## src/rtl/weighted_round_robin_arbiter.sv

```systemverilog
// Weighted round-robin arbiter: multi-beat transactions lock the grant, and an
// owner may keep the channel for up to its weight in back-to-back transactions.
module weighted_round_robin_arbiter #(
    parameter int SIZE         = 4,
    parameter int WEIGHT_WIDTH = 4,
    localparam int IDX_W       = (SIZE > 1) ? $clog2(SIZE) : 1
) (
    input  logic                         clock,
    input  logic                         reset,
    input  logic [SIZE-1:0]              requests,
    input  logic [SIZE*WEIGHT_WIDTH-1:0] weights,
    input  logic                         last,
    input  logic                         ready,
    output logic [SIZE-1:0]              grant,
    output logic [IDX_W-1:0]             grant_index,
    output logic                         busy
);

    typedef enum logic [1:0] {
        IDLE = 2'd0,
        BUSY = 2'd1,
        HOLD = 2'd2
    } state_t;

    state_t                  state_q, state_d;
    logic [IDX_W-1:0]        pointer_q, pointer_d;
    logic [IDX_W-1:0]        owner_q, owner_d;
    logic [WEIGHT_WIDTH-1:0] credit_q, credit_d;

    logic                    pickValid;
    logic [IDX_W-1:0]        pickIdx;
    logic [IDX_W-1:0]        nextPointer;
    logic [WEIGHT_WIDTH-1:0] pickWeightRaw;
    logic [WEIGHT_WIDTH-1:0] effWeight;
    logic [WEIGHT_WIDTH-1:0] effWeightM1;
    logic [WEIGHT_WIDTH-1:0] creditDec;
    logic                    ownerReq;
    logic                    idleLike;
    logic                    transfer;
    logic [SIZE-1:0]         grantC;
    logic [IDX_W-1:0]        idxC;
    int                      cand;

    // Scan from the highest cyclic offset down so the nearest request to the pointer wins.
    always_comb begin
        pickValid = 1'b0;
        pickIdx   = '0;
        cand      = 0;
        for (int k = SIZE - 1; k >= 0; k--) begin
            cand = int'(pointer_q) + k;
            if (cand >= SIZE) cand = cand - SIZE;
            if (requests[cand]) begin
                pickValid = 1'b1;
                pickIdx   = IDX_W'(cand);
            end
        end
    end

    always_comb begin
        nextPointer   = (int'(pickIdx) == SIZE - 1) ? '0 : pickIdx + 1'b1;
        pickWeightRaw = weights[int'(pickIdx)*WEIGHT_WIDTH +: WEIGHT_WIDTH];
        effWeight     = (pickWeightRaw == '0) ? WEIGHT_WIDTH'(1) : pickWeightRaw;
        effWeightM1   = effWeight - 1'b1;
        creditDec     = (credit_q != '0) ? credit_q - 1'b1 : '0;
        ownerReq      = requests[owner_q];
    end

    // A HOLD whose owner has gone quiet arbitrates exactly like IDLE this cycle.
    always_comb begin
        state_d   = state_q;
        pointer_d = pointer_q;
        owner_d   = owner_q;
        credit_d  = credit_q;
        grantC    = '0;
        idxC      = '0;
        transfer  = 1'b0;
        idleLike  = (state_q == IDLE) || ((state_q == HOLD) && !ownerReq);

        if (idleLike) begin
            if (pickValid) begin
                grantC[pickIdx] = 1'b1;
                idxC            = pickIdx;
            end
            transfer = pickValid & ready;
            if (transfer) begin
                owner_d   = pickIdx;
                pointer_d = nextPointer;
                if (last) begin
                    credit_d = effWeightM1;
                    state_d  = (effWeightM1 != '0) ? HOLD : IDLE;
                end else begin
                    credit_d = effWeight;
                    state_d  = BUSY;
                end
            end else if (state_q == HOLD) begin
                state_d  = IDLE;
                credit_d = '0;
            end
        end else begin
            grantC[owner_q] = 1'b1;
            idxC            = owner_q;
            transfer        = ownerReq & ready;
            if (transfer) begin
                if (last) begin
                    credit_d = creditDec;
                    state_d  = (creditDec != '0) ? HOLD : IDLE;
                end else begin
                    state_d  = BUSY;
                end
            end
        end
    end

    always_ff @(posedge clock) begin
        if (reset) begin
            state_q   <= IDLE;
            pointer_q <= '0;
            owner_q   <= '0;
            credit_q  <= '0;
        end else begin
            state_q   <= state_d;
            pointer_q <= pointer_d;
            owner_q   <= owner_d;
            credit_q  <= credit_d;
        end
    end

    always_comb begin
        grant       = reset ? '0 : grantC;
        grant_index = reset ? '0 : idxC;
        busy        = !reset && (state_q != IDLE);
    end

endmodule
```

## config.mk

```make
export PLATFORM = sky130hd
export DESIGN_NAME = weighted_round_robin_arbiter
export DESIGN_NICKNAME = d
export VERILOG_FILES = /design/src/rtl/weighted_round_robin_arbiter.sv
export SDC_FILE = /design/constraint.sdc
export NUM_CORES = 1
export LEC_CHECK = 0
export CELL_PAD_IN_SITES_DETAIL_PLACEMENT = 2
export CELL_PAD_IN_SITES_GLOBAL_PLACEMENT = 2
export CORE_MARGIN = 2
export CORE_UTILIZATION = 29
export DETAILED_ROUTE_END_ITERATION = 12
export GPL_ROUTABILITY_DRIVEN = 0
export GPL_TIMING_DRIVEN = 0
export PLACE_DENSITY = 0.85
export SYNTH_ARGS = -nofsm -noshare
export SYNTH_HDL_FRONTEND = slang
export SYNTH_SLANG_ARGS = --single-unit
```

## constraint.sdc

```tcl
create_clock -name clock -period 5.7 [get_ports clock]
set_input_delay 0.855 -clock clock [delete_from_list [all_inputs] [get_ports clock]]
set_output_delay 0.855 -clock clock [all_outputs]
set_load 0.005 [all_outputs]
```

==> results_dict.tcl <==
set metrics [dict create \
    fin_tns_setup_ns 0 \
    synth_flop_cell "dfxtp_1" \
    holdPathEnd "credit_q[3]" \
    port_buffers 28 \
    detail-route-antenna-nets 0 \
    grt_max_degree 12 \
    r2r-end "state_q[1]" \
    die-area_um2 4210 \
    finish.instance_area_um2 1460 \
    crit_slowest_cell "mux4_2" \
    syn_inst 131 \
    chipHeight_um 64.9 \
    hpwlAfterDp_um 2700 \
    multiInputGateArea_um2 793 \
    ys_warn_count 0 \
    dr.pass1.iters 3 \
    start_util_pct 29.8 \
    viasPerCell 5.40 \
    cp_num_buf_inv 3 \
    maxSlewHeadroom_pct 58.6 \
    grt.busiest_layer "met2" \
    fin_hold_ws_ns 0.569 \
    grt_setup_unrepaired "no" \
    utilization_pct 40.4 \
    rows 22 \
    seq_area_um2 200 \
    drt_iter0_drc 19 \
    cp_top_family "buffers and inverters" \
    fin_crit_ns 4.30 \
    post-route-period-util_pct 75.5 \
    core_um2 3610 \
    cts_buffers 3 \
    drive_above_1_share_pct 13.6 \
    max_stage_delay_ns 0.60 \
    fillers 430 \
    dpl_cell_area_um2 1420 \
    min_path_type "flip-flop to flip-flop" \
    ys_seq_area_share_pct 18.6 \
    io_pins 31 \
    cts_resized 0 \
    synth_fp_nets 160 \
    synth_top_area_share_pct 18.6 \
    drc 0 \
    post_cts_buffers 0 \
    p_per_area_nw_per_um2 251 \
    outcome "complete, no violations" \
    area_delta_synth_final_pct 35.5 \
    drv_cap 0 \
    pre_cts_ws_ns 1.39 \
    met1_usage_pct 19.1 \
    rr_worst_depth 10 \
    worst_pin_slew_ns 0.622 \
    cts_tree "yes" \
    setup_slack_ns 1.40 \
    final_max_slew_viol_count 0 \
    mostFrequentLayoutCells "28 x clkdlybuf4s50_1, 21 x nor2_1, 16 x mux2i_1" \
    cts-root-buf "clkbuf_8" \
    grt_pass1_wl_um 5590 \
    worstPathArrival_ns 3.45 \
    syn_avg_cell_area_um2 8.20 \
    nets 193 \
    fin_skew_ns 0.000805 \
    synth_area_leaders "dfxtp_1 19%, mux2i_1 15%, nor2_1 7.3%" \
    crit_chain "clkdlybuf4s50_1, mux4_2, a21oi_4, buf_1, nor3_1, a31oi_1, nor2_1, clkdlybuf4s50_1" \
    worstReg2RegStart "pointer_q[1]" \
    clockBufferDepth 2 \
    regToRegSetupSlack_ns 2.74 \
    antenna_found_initial 0 \
    synth-edff-count 0 \
    met3_usage_pct 1.04 \
    n_antenna_cell 0 \
    vias 1133 \
    start_kind "input pin" \
    hold_depth 2 \
    hp-start "credit_q[3]" \
    grt_pass1_vias 1166 \
    clkTransAtPathRegs_ns 0.05 \
    async_flop_share_pct 0 \
    cts_sinks 10 \
    static-leakage-power_uw 0.000543 \
    final_common_cell "clkdlybuf4s50_1" \
    yosys_register_bits 10 \
    critPathMaxFanout 10 \
    cts_max_level 1 \
    grt-ovfl-total 0 \
    gr-usage-all-layers_pct 17.1 \
    crit_required_ns 4.85 \
    wl_um 3490 \
    fmax_mhz 232 \
    wl_per_cell_um 16.6 \
    netlist_area_um2 1070 \
    die_w_um 64.9 \
    crit_type "input pin to output port" \
    clock_latency_ns 0.24 \
    yosysTopAreaCell "dfxtp_1" \
    cts_hold_buffers 0 \
    grt_use_met2_pct 34.3 \
    setup_violations 0 \
    hold_violations 0 \
    vdd_drop_max_v 0.0000672 \
    synth.distinct_cells 42 \
    crit_path_end_kind "output port" \
    cp_common_cell "clkdlybuf4s50_1" \
]
power by group:
part | total [uW] | internal, uW | switching (uW)
clock network | 75.0 | 46.4 | 28.7
logic | 190 | 92.0 | 98.3
registers | 100 | 81.4 | 18.9
total | 366 | 220 | 146
tightest hold or removal path: stages, from the launching register on:
cell     delay [ns]
dfxtp_1        0.37
a32oi_1        0.08
nor2_1         0.08
stage by stage:
step | std cells | power, uW
after global placement | 207 | 276
final | 210 | 366
after detailed placement | 207 | 291
after floorplan | 131 | 224
after CTS | 210 | 369
after global routing | 210 | 394
final cells by class:
type	count	area share (%)
inverter	7	1.80
timing repair buffer	28	19.2
multi-input combinational	107	54.5
sequential	10	13.7
clock buffer	3	2.84
tap	48	4.12
buffer	7	3.78
registers in the layout, summed over array words and instances (netlist names):
signal     cells
credit_q       4
pointer_q      2
owner_q        2
state_q        2
cell families (layout without fill, tap and decap cells):
kind of cell	after synthesis	after routing	share of synthesized area, %
buffers and inverters	14	45	7.57
AOI/OAI and AO/OA	38	38	26.7
muxes	20	20	20.1
adders and majority gates	5	5	5.82
DFF	10	10	18.6
and+or+nand+nor	44	44	21.2
synthesized netlist by cell type (3+ instances only):
cell type / count
nor2_1: 21
mux2i_1: 16
a21oi_1: 11
dfxtp_1: 10
o21ai_0: 8
inv_1: 7
ha_1: 5
a31oi_1: 4
nand2_1: 4
mux2_2: 3
nor3_1: 3
routing by layer:
layer / routed length (um) / vias to the layer above
met5: 0 / -
met4: 27 / 0
met3: 74 / 4
met2: 1880 / 25
met1: 1510 / 550
li1: - / 554
worst max-delay path by stage:
stage | depth (start not counted) | endpoint | slack [ns] | start
after floorplan | 6 | grant[1] | 2.66 | requests[3]
after global placement | 7 | grant[3] | 1.48 | requests[0]
after detailed placement | 7 | grant[0] | 1.39 | requests[0]
after CTS | 8 | grant[0] | 1.39 | requests[0]
after global routing | 8 | grant[2] | 1.20 | requests[0]
final | 8 | grant[0] | 1.40 | requests[0]
Power figures use the tool's default switching activity.
